===== src/rtl/cpu_pkg.sv =====
// Shared encodings for the multicycle controller: opcodes, FSM state codes
// and the datapath mux/ALU select values.
package cpu_pkg;

  localparam int DEFAULT_MAX_WAIT = 15;

  localparam logic [6:0] OP_R      = 7'b0110011;
  localparam logic [6:0] OP_I_ALU  = 7'b0010011;
  localparam logic [6:0] OP_LOAD   = 7'b0000011;
  localparam logic [6:0] OP_STORE  = 7'b0100011;
  localparam logic [6:0] OP_BRANCH = 7'b1100011;

  // Codes are visible on the debug state port, so they are fixed explicitly.
  typedef enum logic [2:0] {
    ST_FETCH  = 3'd0,
    ST_DECODE = 3'd1,
    ST_EXEC   = 3'd2,
    ST_MEM    = 3'd3,
    ST_WB     = 3'd4,
    ST_HALT   = 3'd7
  } state_e;

  typedef enum logic [1:0] {
    ALU_ADD   = 2'b00,
    ALU_SUB   = 2'b01,
    ALU_FUNCT = 2'b10
  } alu_op_e;

  typedef enum logic [1:0] {
    PC_SRC_SEQ    = 2'b00,
    PC_SRC_BRANCH = 2'b01
  } pc_src_e;

  typedef enum logic [1:0] {
    ALU_B_RS2 = 2'b00,
    ALU_B_IMM = 2'b01
  } alu_src_b_e;

  localparam logic ADDR_SEL_PC  = 1'b0;
  localparam logic ADDR_SEL_ALU = 1'b1;

  function automatic logic is_supported(input logic [6:0] op);
    logic ok;
    case (op)
      OP_R, OP_I_ALU, OP_LOAD, OP_STORE, OP_BRANCH: ok = 1'b1;
      default:                                      ok = 1'b0;
    endcase
    return ok;
  endfunction

endpackage


===== src/rtl/multicycle_ctrl_if.sv =====
// Memory request/ready handshake between the controller and the memory.
interface multicycle_ctrl_if;
  logic mem_req;
  logic mem_we;
  logic mem_addr_sel;
  logic mem_ready;

  modport master (output mem_req, output mem_we, output mem_addr_sel, input mem_ready);
  modport slave  (input mem_req, input mem_we, input mem_addr_sel, output mem_ready);
endinterface


===== src/rtl/mem_wait_timer.sv =====
// Counts consecutive memory-request cycles that did not complete. Saturates
// at MAX_WAIT; expired is a pure function of the register so it never forms
// a combinational path back through the FSM's count request.
module mem_wait_timer #(
  parameter int MAX_WAIT = 15
) (
  input  logic clk,
  input  logic clear,
  input  logic count,
  output logic expired
);

  localparam int CNT_W = (MAX_WAIT < 1) ? 1 : $clog2(MAX_WAIT + 1);
  localparam logic [CNT_W-1:0] LIMIT = CNT_W'(MAX_WAIT);

  logic [CNT_W-1:0] count_q;
  logic [CNT_W-1:0] count_d;

  assign expired = (count_q == LIMIT);

  // Next count: clear wins, otherwise step while waiting and not saturated.
  always_comb begin
    count_d = count_q;
    if (clear) begin
      count_d = '0;
    end else if (count && !expired) begin
      count_d = count_q + 1'b1;
    end
  end

  // Count register; reset reaches it through clear.
  always_ff @(posedge clk) begin
    count_q <= count_d;
  end

endmodule


===== src/rtl/multicycle_ctrl.sv =====
// Control FSM for a multicycle RV-style datapath.
//
//   state  | meaning
//   -------+-----------------------------------------------------------
//   FETCH  | request instruction at PC; on ready load IR, PC <= PC+4
//   DECODE | one idle cycle while the IR settles; reject bad opcodes
//   EXEC   | drive ALU selects; branches resolve here
//   MEM    | data access at ALU result; load -> WB, store -> FETCH
//   WB     | single-cycle register write (ALU or memory data)
//   HALT   | illegal opcode or bus timeout; only rst leaves
module multicycle_ctrl
  import cpu_pkg::*;
#(
  parameter int MAX_WAIT = DEFAULT_MAX_WAIT
) (
  input  logic                     clk,
  input  logic                     rst,
  input  logic [31:0]              instr,
  input  logic                     alu_zero,
  multicycle_ctrl_if.master        mem,
  output logic                     ir_we,
  output logic                     pc_we,
  output logic [1:0]               pc_src,
  output logic [1:0]               alu_src_b,
  output logic [1:0]               alu_op,
  output logic                     reg_we,
  output logic                     wb_sel,
  output logic                     illegal,
  output logic                     bus_err,
  output logic [2:0]               state
);

  state_e     state_q, state_d;
  logic       illegal_q, illegal_d;
  logic       bus_err_q, bus_err_d;

  logic [6:0] opcode;
  logic       unused_instr_hi;

  logic       tmr_clear;
  logic       tmr_count;
  logic       tmr_expired;

  logic       mem_req_c, mem_we_c, mem_addr_sel_c;
  logic       ir_we_c, pc_we_c, reg_we_c, wb_sel_c;
  logic [1:0] pc_src_c, alu_src_b_c, alu_op_c;

  assign opcode          = instr[6:0];
  assign unused_instr_hi = ^instr[31:7];

  // Clearing on every state change covers entry into FETCH and MEM; the
  // counter is only advanced from those two states.
  assign tmr_clear = rst || (state_d != state_q);

  mem_wait_timer #(
    .MAX_WAIT (MAX_WAIT)
  ) u_wait_timer (
    .clk     (clk),
    .clear   (tmr_clear),
    .count   (tmr_count),
    .expired (tmr_expired)
  );

  // Next-state, sticky flag updates and per-state strobes.
  always_comb begin
    state_d        = state_q;
    illegal_d      = illegal_q;
    bus_err_d      = bus_err_q;
    tmr_count      = 1'b0;
    mem_req_c      = 1'b0;
    mem_we_c       = 1'b0;
    mem_addr_sel_c = ADDR_SEL_PC;
    ir_we_c        = 1'b0;
    pc_we_c        = 1'b0;
    pc_src_c       = PC_SRC_SEQ;
    alu_src_b_c    = ALU_B_RS2;
    alu_op_c       = ALU_ADD;
    reg_we_c       = 1'b0;
    wb_sel_c       = 1'b0;

    case (state_q)
      ST_FETCH: begin
        mem_req_c      = 1'b1;
        mem_addr_sel_c = ADDR_SEL_PC;
        tmr_count      = !mem.mem_ready;
        // A ready arriving on the expiry cycle still completes normally.
        if (mem.mem_ready) begin
          ir_we_c  = 1'b1;
          pc_we_c  = 1'b1;
          pc_src_c = PC_SRC_SEQ;
          state_d  = ST_DECODE;
        end else if (tmr_expired) begin
          bus_err_d = 1'b1;
          state_d   = ST_HALT;
        end
      end

      ST_DECODE: begin
        if (is_supported(opcode)) begin
          state_d = ST_EXEC;
        end else begin
          illegal_d = 1'b1;
          state_d   = ST_HALT;
        end
      end

      ST_EXEC: begin
        case (opcode)
          OP_R: begin
            alu_src_b_c = ALU_B_RS2;
            alu_op_c    = ALU_FUNCT;
            state_d     = ST_WB;
          end
          OP_I_ALU: begin
            alu_src_b_c = ALU_B_IMM;
            alu_op_c    = ALU_FUNCT;
            state_d     = ST_WB;
          end
          OP_LOAD, OP_STORE: begin
            alu_src_b_c = ALU_B_IMM;
            alu_op_c    = ALU_ADD;
            state_d     = ST_MEM;
          end
          OP_BRANCH: begin
            alu_src_b_c = ALU_B_RS2;
            alu_op_c    = ALU_SUB;
            pc_src_c    = PC_SRC_BRANCH;
            pc_we_c     = alu_zero;
            state_d     = ST_FETCH;
          end
          default: begin
            // IR changed under us after DECODE; treat as illegal.
            illegal_d = 1'b1;
            state_d   = ST_HALT;
          end
        endcase
      end

      ST_MEM: begin
        mem_req_c      = 1'b1;
        mem_addr_sel_c = ADDR_SEL_ALU;
        mem_we_c       = (opcode == OP_STORE);
        tmr_count      = !mem.mem_ready;
        if (mem.mem_ready) begin
          state_d = (opcode == OP_LOAD) ? ST_WB : ST_FETCH;
        end else if (tmr_expired) begin
          bus_err_d = 1'b1;
          state_d   = ST_HALT;
        end
      end

      ST_WB: begin
        reg_we_c = 1'b1;
        wb_sel_c = (opcode == OP_LOAD);
        state_d  = ST_FETCH;
      end

      ST_HALT: begin
        state_d = ST_HALT;
      end

      default: begin
        state_d = ST_HALT;
      end
    endcase
  end

  // State and sticky error flags; rst beats ready and timeout.
  always_ff @(posedge clk) begin
    if (rst) begin
      state_q   <= ST_FETCH;
      illegal_q <= 1'b0;
      bus_err_q <= 1'b0;
    end else begin
      state_q   <= state_d;
      illegal_q <= illegal_d;
      bus_err_q <= bus_err_d;
    end
  end

  // Strobes are held quiet while rst is asserted so an aborted access
  // (e.g. a store in MEM) is withdrawn immediately.
  assign mem.mem_req      = mem_req_c & ~rst;
  assign mem.mem_we       = mem_we_c & ~rst;
  assign mem.mem_addr_sel = mem_addr_sel_c & ~rst;
  assign ir_we            = ir_we_c & ~rst;
  assign pc_we            = pc_we_c & ~rst;
  assign pc_src           = rst ? 2'b00 : pc_src_c;
  assign alu_src_b        = rst ? 2'b00 : alu_src_b_c;
  assign alu_op           = rst ? 2'b00 : alu_op_c;
  assign reg_we           = reg_we_c & ~rst;
  assign wb_sel           = wb_sel_c & ~rst;

  assign illegal = illegal_q;
  assign bus_err = bus_err_q;
  assign state   = state_q;

endmodule


===== src/flat_wrapper.sv =====
// flat-port wrapper written by rule: the top's interface ports become plain ports
module multicycle_ctrl_flat import cpu_pkg::*;
#(
  parameter int MAX_WAIT = DEFAULT_MAX_WAIT
)
  (clk, rst, instr, alu_zero, ir_we, pc_we, pc_src, alu_src_b, alu_op, reg_we, wb_sel, illegal, bus_err, state, mem_mem_req, mem_mem_we, mem_mem_addr_sel, mem_mem_ready);
  multicycle_ctrl_if mem_i ();
  input  logic clk;
  input  logic rst;
  input  logic [31:0] instr;
  input  logic alu_zero;
  output logic ir_we;
  output logic pc_we;
  output logic [1:0] pc_src;
  output logic [1:0] alu_src_b;
  output logic [1:0] alu_op;
  output logic reg_we;
  output logic wb_sel;
  output logic illegal;
  output logic bus_err;
  output logic [2:0] state;
  output wire logic [$bits(mem_i.mem_req)-1:0] mem_mem_req;
  output wire logic [$bits(mem_i.mem_we)-1:0] mem_mem_we;
  output wire logic [$bits(mem_i.mem_addr_sel)-1:0] mem_mem_addr_sel;
  input wire logic [$bits(mem_i.mem_ready)-1:0] mem_mem_ready;
  assign mem_mem_req = mem_i.mem_req;
  assign mem_mem_we = mem_i.mem_we;
  assign mem_mem_addr_sel = mem_i.mem_addr_sel;
  assign mem_i.mem_ready = mem_mem_ready;
  multicycle_ctrl #(.MAX_WAIT(MAX_WAIT)) u_core (.clk(clk), .rst(rst), .instr(instr), .alu_zero(alu_zero), .mem(mem_i), .ir_we(ir_we), .pc_we(pc_we), .pc_src(pc_src), .alu_src_b(alu_src_b), .alu_op(alu_op), .reg_we(reg_we), .wb_sel(wb_sel), .illegal(illegal), .bus_err(bus_err), .state(state));
endmodule

===== config.mk =====
export PLATFORM = sky130hd
export DESIGN_NAME = multicycle_ctrl_flat
export DESIGN_NICKNAME = d
export VERILOG_FILES = /design/src/rtl/cpu_pkg.sv /design/src/rtl/multicycle_ctrl_if.sv /design/src/rtl/mem_wait_timer.sv /design/src/rtl/multicycle_ctrl.sv /design/src/flat_wrapper.sv
export SDC_FILE = /design/constraint.sdc
export NUM_CORES = 1
export LEC_CHECK = 0
export CORE_MARGIN = 4
export CORE_UTILIZATION = 39
export CTS_BUF_LIST = sky130_fd_sc_hd__clkbuf_2 sky130_fd_sc_hd__clkbuf_4 sky130_fd_sc_hd__clkbuf_8
export CTS_CLUSTER_SIZE = 28
export DETAILED_ROUTE_END_ITERATION = 7
export PLACE_DENSITY = 0.87
export SETUP_SLACK_MARGIN = 0.05
export SLEW_MARGIN = 20
export SYNTH_ARGS = -nofsm -noshare
export SYNTH_HDL_FRONTEND = slang
export SYNTH_SLANG_ARGS = --single-unit
export TNS_END_PERCENT = 5

===== constraint.sdc =====
create_clock -name clk -period 5.9 [get_ports clk]
set_clock_uncertainty 0.05 [all_clocks]
set_input_delay 1.18 -clock clk [delete_from_list [all_inputs] [get_ports clk]]
set_output_delay 1.18 -clock clk [all_outputs]
set_load 0.05 [all_outputs]

==> run metrics, run 1 <==
outcome=finished, final reports clean; synth top area cells=dfxtp_1 22%, nor2_1 6.1%, a21oi_1 5.6%; kind of critical path=in -> out; setup TNS=0 ns; crit path launch=instr[0]; Crit path largest cell delay=0.82 ns; Final GP Congestion=0.856; CTS Hold Bufs=0; RSZ-0062 raised after global routing=false; hold slack=0.416 ns; Pleak=0.387 nW; R2R cell count=5; R2R setup slack=3.69 ns; Least-Margin Pin Slew=0.707 ns; Slew HR=52.8%; Worst Hold Path Cells=2; initial antenna violation count=0; Final WS setup=1.01 ns; sequential area share after synthesis=22.5%; Antenna Nets Post-Route=0; Synth top area share=22.5%; CP required=4.67 ns; Min-Delay Startpoint=u_core.bus_err; DP HPWL=1560 microns; area leader, netlist=dfxtp_1; post-synthesis cell area=802 sq um; area grow syn2layout=35.6%; routed wire length=2080 microns; Cell Rows=16; worst-path cell chain=clkdlybuf4s50_1 > nand4bb_4 > or3b_4 > or4_4 > a21oi_1 > clkdlybuf4s50_1; worst skew pair latency=0.26 ns; PD cells=225 nW/um^2; Ys Warns=0; GR Overflow Total=0; Slew Viols, Final=0; VDD IR max=168 uV; Final min period=4.89 ns; RR Endpoint=u_core.state[1]; DIE HEIGHT=53.4 microns; drt drc=0; period utilization=82.9%; CP Max Fanout=6; number of max-cap violations=0; Yosys cell types=39; vias per inst=5.46; Clock Tree Buf Depth=2; Setup WS pre-CTS=1.01 ns; #FFs+latches synth=9; via count=847; share of post-route cells with drive strength above 1=11.7%; clock slew at reported path FFs=0.06 ns; post-synthesis area per instance=7.71 sq um; drt first pass iters=4; CTS H-tree depth=1; Ports=54; ys flop type=dfxtp_1; CP Capture Type=output port; Syn Inst Count=104; number of global-route vias before repair=748; Final Hold Fails=0; post-layout net count=166; CTS root buf=clkbuf_4; crit start category=input pin; most frequent cells after synthesis=13 x nor2_1, 9 x a21oi_1, 9 x dfxtp_1, 9 x nand2_1; maximum operating frequency=204 MHz; Buf/Inv on CP=2; Pwr Total=0.245 mW; number of diodes=0; initial DRC count=36; largest net degree at the start of global routing=22; first-pass GRT wire length=3410 microns; Core Area=1960 sq um; DIE AREA=2850 sq um; Port Buffer Count=26; CTS tree=done; Hold Path Sink=u_core.bus_err; Crit-path slowest cell=clkdlybuf4s50_1; Reg2Reg Launch Point=u_core.state[0]; asr flop ratio synth=0%; Tot GR Track Use=16.1%; number of setup buffers added after CTS=0; total CTS buffers=3; Clock Sinks=9; worst path arrival time=3.66 ns; number of synthesized flops with an enable pin=0; most used cell, CP=clkdlybuf4s50_1; Hold Path Class=reg -> reg; top-count cell post-synth=nor2_1; Initial Utilization=40.9%; WL/cell=13.4 microns; Finish-stage setup viols=0; Die X=53.4 microns; kind of cell adding the most delay to the critical path=buffers and inverters; post-CTS sizing=0
-- cells in the final DEF (no fill, tap or decap), types with 2 or more instances in the layout --
cell              n
a211oi_2          3
a21boi_0          2
a21oi_1           9
a31oi_1           3
and3_1            3
clkbuf_4          4
clkdlybuf4s50_1  26
conb_1            2
dfxtp_1           9
inv_1             4
nand2_1           9
nand2b_1          4
nand3_1           4
nor2_1           13
nor2b_1           3
nor3_1            4
nor4_1            4
or3_1             2
xor2_1            2
-- worst reg2reg max path: stages (launching register included) --
cell,delay (ns)
dfxtp_1,0.78
xor2_1,0.27
nor3_4,0.35
a21boi_0,0.30
nor4b_1,0.11
a211oi_1,0.27
-- registers in the layout, summed over array words and instances (netlist names) --
register,count
u_core.bus_err,1
u_core.illegal,1
u_core.state,3
u_core.u_wait_timer.count_q,4
-- how the worst max path moves through the flow --
stage | slack [ns] | depth (start not counted) | end
6_report | 1.01 | 6 | alu_src_b[0]
2_1_floorplan | 1.30 | 3 | mem_mem_we
3_3_place_gp | 1.05 | 6 | alu_src_b[0]
5_1_grt | 0.95 | 6 | alu_src_b[0]
3_5_place_dp | 1.01 | 6 | alu_src_b[0]
4_1_cts | 1.01 | 6 | alu_src_b[0]
-- cells by family after synthesis --
logic type | count (synthesis) | share of synthesized area [%]
compound gates | 23 | 22.3
xor+xnor | 2 | 2.18
fa+ha+maj | 1 | 1.56
buf+inv | 11 | 7.17
flops | 9 | 22.5
mux | 1 | 1.25
other cells | 1 | 0.468
simple gates | 56 | 42.6
-- where the power goes --
group	total (mW)	leakage [nW]	internal, mW	switching [mW]
Clock	0.0524	0.0184	0.0307	0.0218
Combinational	0.109	0.295	0.0421	0.0668
Sequential	0.0835	0.0737	0.0663	0.0171
-- per-stage QoR --
stage,instance area [sq um],util [%],std cells
3_5_place_dp,1060,53.9,151
6_report,1090,55.4,155
4_1_cts,1090,55.4,155
3_3_place_gp,1060,53.9,151
5_1_grt,1090,55.4,155
2_1_floorplan,806,-,105
-- cell type report --
type	count	area, sq um
repair buffers	26	260
flip-flops and latches	9	180
clock buffers	4	30.0
fillers	187	875
well taps	27	33.8
inverters	4	15.0
multi-input cells	85	568
-- metal layers --
metal | track usage [%] | share of wire [%] | vias up
li1 | - | - | 427
met1 | 20.7 | 45 | 383
met2 | 25.9 | 48 | 35
met3 | 3.38 | 5.8 | 2
met4 | 5.96 | 0.63 | 0
met5 | 0 | 0 | -
No activity file was read; power rests on OpenSTA's default activity.
==> run 2: changes to the inputs <==
Settings changed: CORE_UTILIZATION 39 to 36, PLACE_DENSITY 0.87 to 0.81.
Clock period 5.9 ns to 4.8 ns, I/O delays scaled along.
==> run 2 against run 1 <==
Via count is 1.2% higher; design area increased by 0.69%; non-clock buffer count up 1; sequential share of layout area shrank 0.11 points; routed wire length down 2.2%; combinational power up 23%; worst hold slack better by 0.014 ns; highest routed layer unchanged.
==> run metrics, run 2 (same netlist as run 1, synthesis figures left out) <==
Pleak=0.391 nW (+1.2%); Min-Delay Startpoint=u_core.bus_err; Clock Sinks=9 (unchanged); post-CTS sizing=0 (unchanged); maximum operating frequency=226 MHz; Slew HR=55.0% (+2.2 points); worst skew pair latency=0.26 ns (about the same); initial antenna violation count=0 (unchanged); largest net degree at the start of global routing=22 (unchanged); Crit-path slowest cell=clkdlybuf4s50_1; number of setup buffers added after CTS=0 (unchanged); RR Endpoint=u_core.state[1]; number of max-cap violations=0 (unchanged); area of the multi-input gates=568 sq um (unchanged); DIE AREA=3050 sq um (+7.1%); register area=180 sq um (unchanged); drt first pass iters=4 (unchanged); CTS tree=done; WL/cell=13.0 microns (-2.8%); number of diodes=0 (unchanged); Initial Utilization=39.3% (-1.6 points); clock slew at reported path FFs=0.06 ns (about the same); drt drc=0 (unchanged); Ports=54 (unchanged); Die X=55.2 microns (+3.5%); Worst Hold Path Cells=2 (unchanged); Final Cell Area=1090 sq um (+0.69%); DP Cell Count=152 (+0.66%); CTS Hold Bufs=0 (unchanged); Crit path largest cell delay=0.82 ns (about the same); period utilization=92.3%; via count=857 (+1.2%); P_int=0.172 mW (+23%); most common cell after layout, fill and taps aside=clkdlybuf4s50_1; Reg2Reg Launch Point=u_core.state[0]; sw frac=42.9% (-0.30 points); Tot GR Track Use=13.8% (-2.3 points); Top reg by flops=u_core.u_wait_timer.count_q; outcome=finished, final reports clean; crit path launch=instr[1]; Final min period=4.43 ns; Sequential Power Share=33.8% (-0.3 points); routed wire length=2030 microns (-2.2%); dpl cell area=1060 sq um (+0.71%); GR Overflow Total=0 (unchanged); clock share of power=21.4% (about the same); Setup WS pre-CTS=0.347 ns (-0.667 ns); DIE HEIGHT=55.2 microns (+3.5%); R2R cell count=5 (unchanged); crit start category=input pin; max reg flops=4 (unchanged); worst path arrival time=3.42 ns (-0.24 ns); CTS H-tree depth=1 (unchanged); kind of critical path=in -> out; first-pass GRT wire length=3580 microns (+5.1%); Clock Tree Buf Depth=2 (unchanged); CP required=3.79 ns (-0.88 ns); area grow syn2layout=36.5%; Least-Margin Pin Slew=0.674 ns (-0.0337 ns); CP Capture Type=output port; DP HPWL=1590 microns (+1.9%); CTS root buf=clkbuf_4; PD cells=274 nW/um^2 (+22%); initial DRC count=14 (-61%); Slew Viols, Final=0 (unchanged); vias per inst=5.49 (+0.53%); Core Area=2040 sq um (+4.1%); Finish-stage setup viols=0 (unchanged); most used cell, CP=clkdlybuf4s50_1; VDD IR max=248 uV (+48%); worst-path cell chain=clkdlybuf4s50_1 > nand4bb_4 > or3b_4 > or4_4 > a21oi_1 > clkdlybuf4s50_1; fin cells=156 (+0.65%); post-layout net count=167 (+0.60%); share of post-route cells with drive strength above 1=12.4% (+0.68 points); fillcell total=192 (+2.7%); Hold Path Class=reg -> reg; RSZ-0062 raised after global routing=false; Hold Path Sink=u_core.bus_err; number of global-route vias before repair=821 (+9.8%); total CTS buffers=3 (unchanged); Final Hold Fails=0 (unchanged); Final WS setup=0.370 ns (-0.636 ns); Antenna Nets Post-Route=0 (unchanged); R2R setup slack=2.65 ns (-1.04 ns); Psw=0.129 mW (+22%); CP Max Fanout=6 (unchanged); Port Buffer Count=26 (unchanged); Final GP Congestion=0.846 (-1.2%); Cell Rows=16 (unchanged); setup TNS=0 ns (unchanged); Comb power frac=44.8% (+0.3 points); commonest cells after routing, fill and taps aside=26 x clkdlybuf4s50_1, 13 x nor2_1, 9 x nand2_1, 9 x a21oi_1, 9 x dfxtp_1
run 2: changes by cell type in the layout (fill, tap and decap cells not counted):
| cell | previous run | this run |
|---|---|---|
| buf_4 | 0 | 1 |
run 2: metrics by stage:
step / hold WS, ns / util [%] / power [mW]
after detailed placement: 0.414 / 52.1 / 0.237
after CTS: 0.429 / 53.6 / 0.302
after global routing: 0.469 / 53.6 / 0.320
final: 0.431 / 53.6 / 0.300
after global placement: 0.407 / 52.1 / 0.235
after floorplan: 0.432 / - / 0.200
run 2: power by group through the flow:
stage / clock [mW] / combinational, mW / sequential (mW)
detailed placement: 0 / 0.134 / 0.103
finish: 0.0644 / 0.134 / 0.101
CTS: 0.0663 / 0.135 / 0.101
global placement: 0 / 0.132 / 0.103
global route: 0.0703 / 0.146 / 0.104
floorplan: 0 / 0.0898 / 0.110
run 2: layout make-up:
| cell class | count | area share, % |
|---|---|---|
| inverter | 4 | 1.37 |
| sequential | 9 | 16.5 |
| tap | 27 | 3.09 |
| clock buffer | 4 | 2.74 |
| timing repair buffer | 27 | 24.5 |
| multi-input combinational | 85 | 51.9 |
run 2: worst max-delay path: cells and delay by family:
family          cells  cell delay [ns]
compound gates      1             0.12
buf+inv             2             1.33
simple gates        3             1.01
run 2: metal layers:
metal | up-vias | GRT usage [%] | share of wire, %
met4 | 0 | 3.82 | 0.39
li1 | 434 | - | -
met3 | 2 | 3.50 | 5.5
met5 | - | 0 | 0
met1 | 392 | 17.5 | 44
met2 | 29 | 22.8 | 50
run 2: worst max-delay path by stage:
stage | depth (start not counted) | slack [ns] | to
after global routing | 6 | 0.31 | alu_src_b[0]
after CTS | 6 | 0.36 | alu_src_b[0]
final | 6 | 0.37 | alu_src_b[0]
after detailed placement | 6 | 0.35 | alu_src_b[0]
after floorplan | 3 | 0.64 | mem_mem_we
after global placement | 6 | 0.38 | alu_src_b[0]
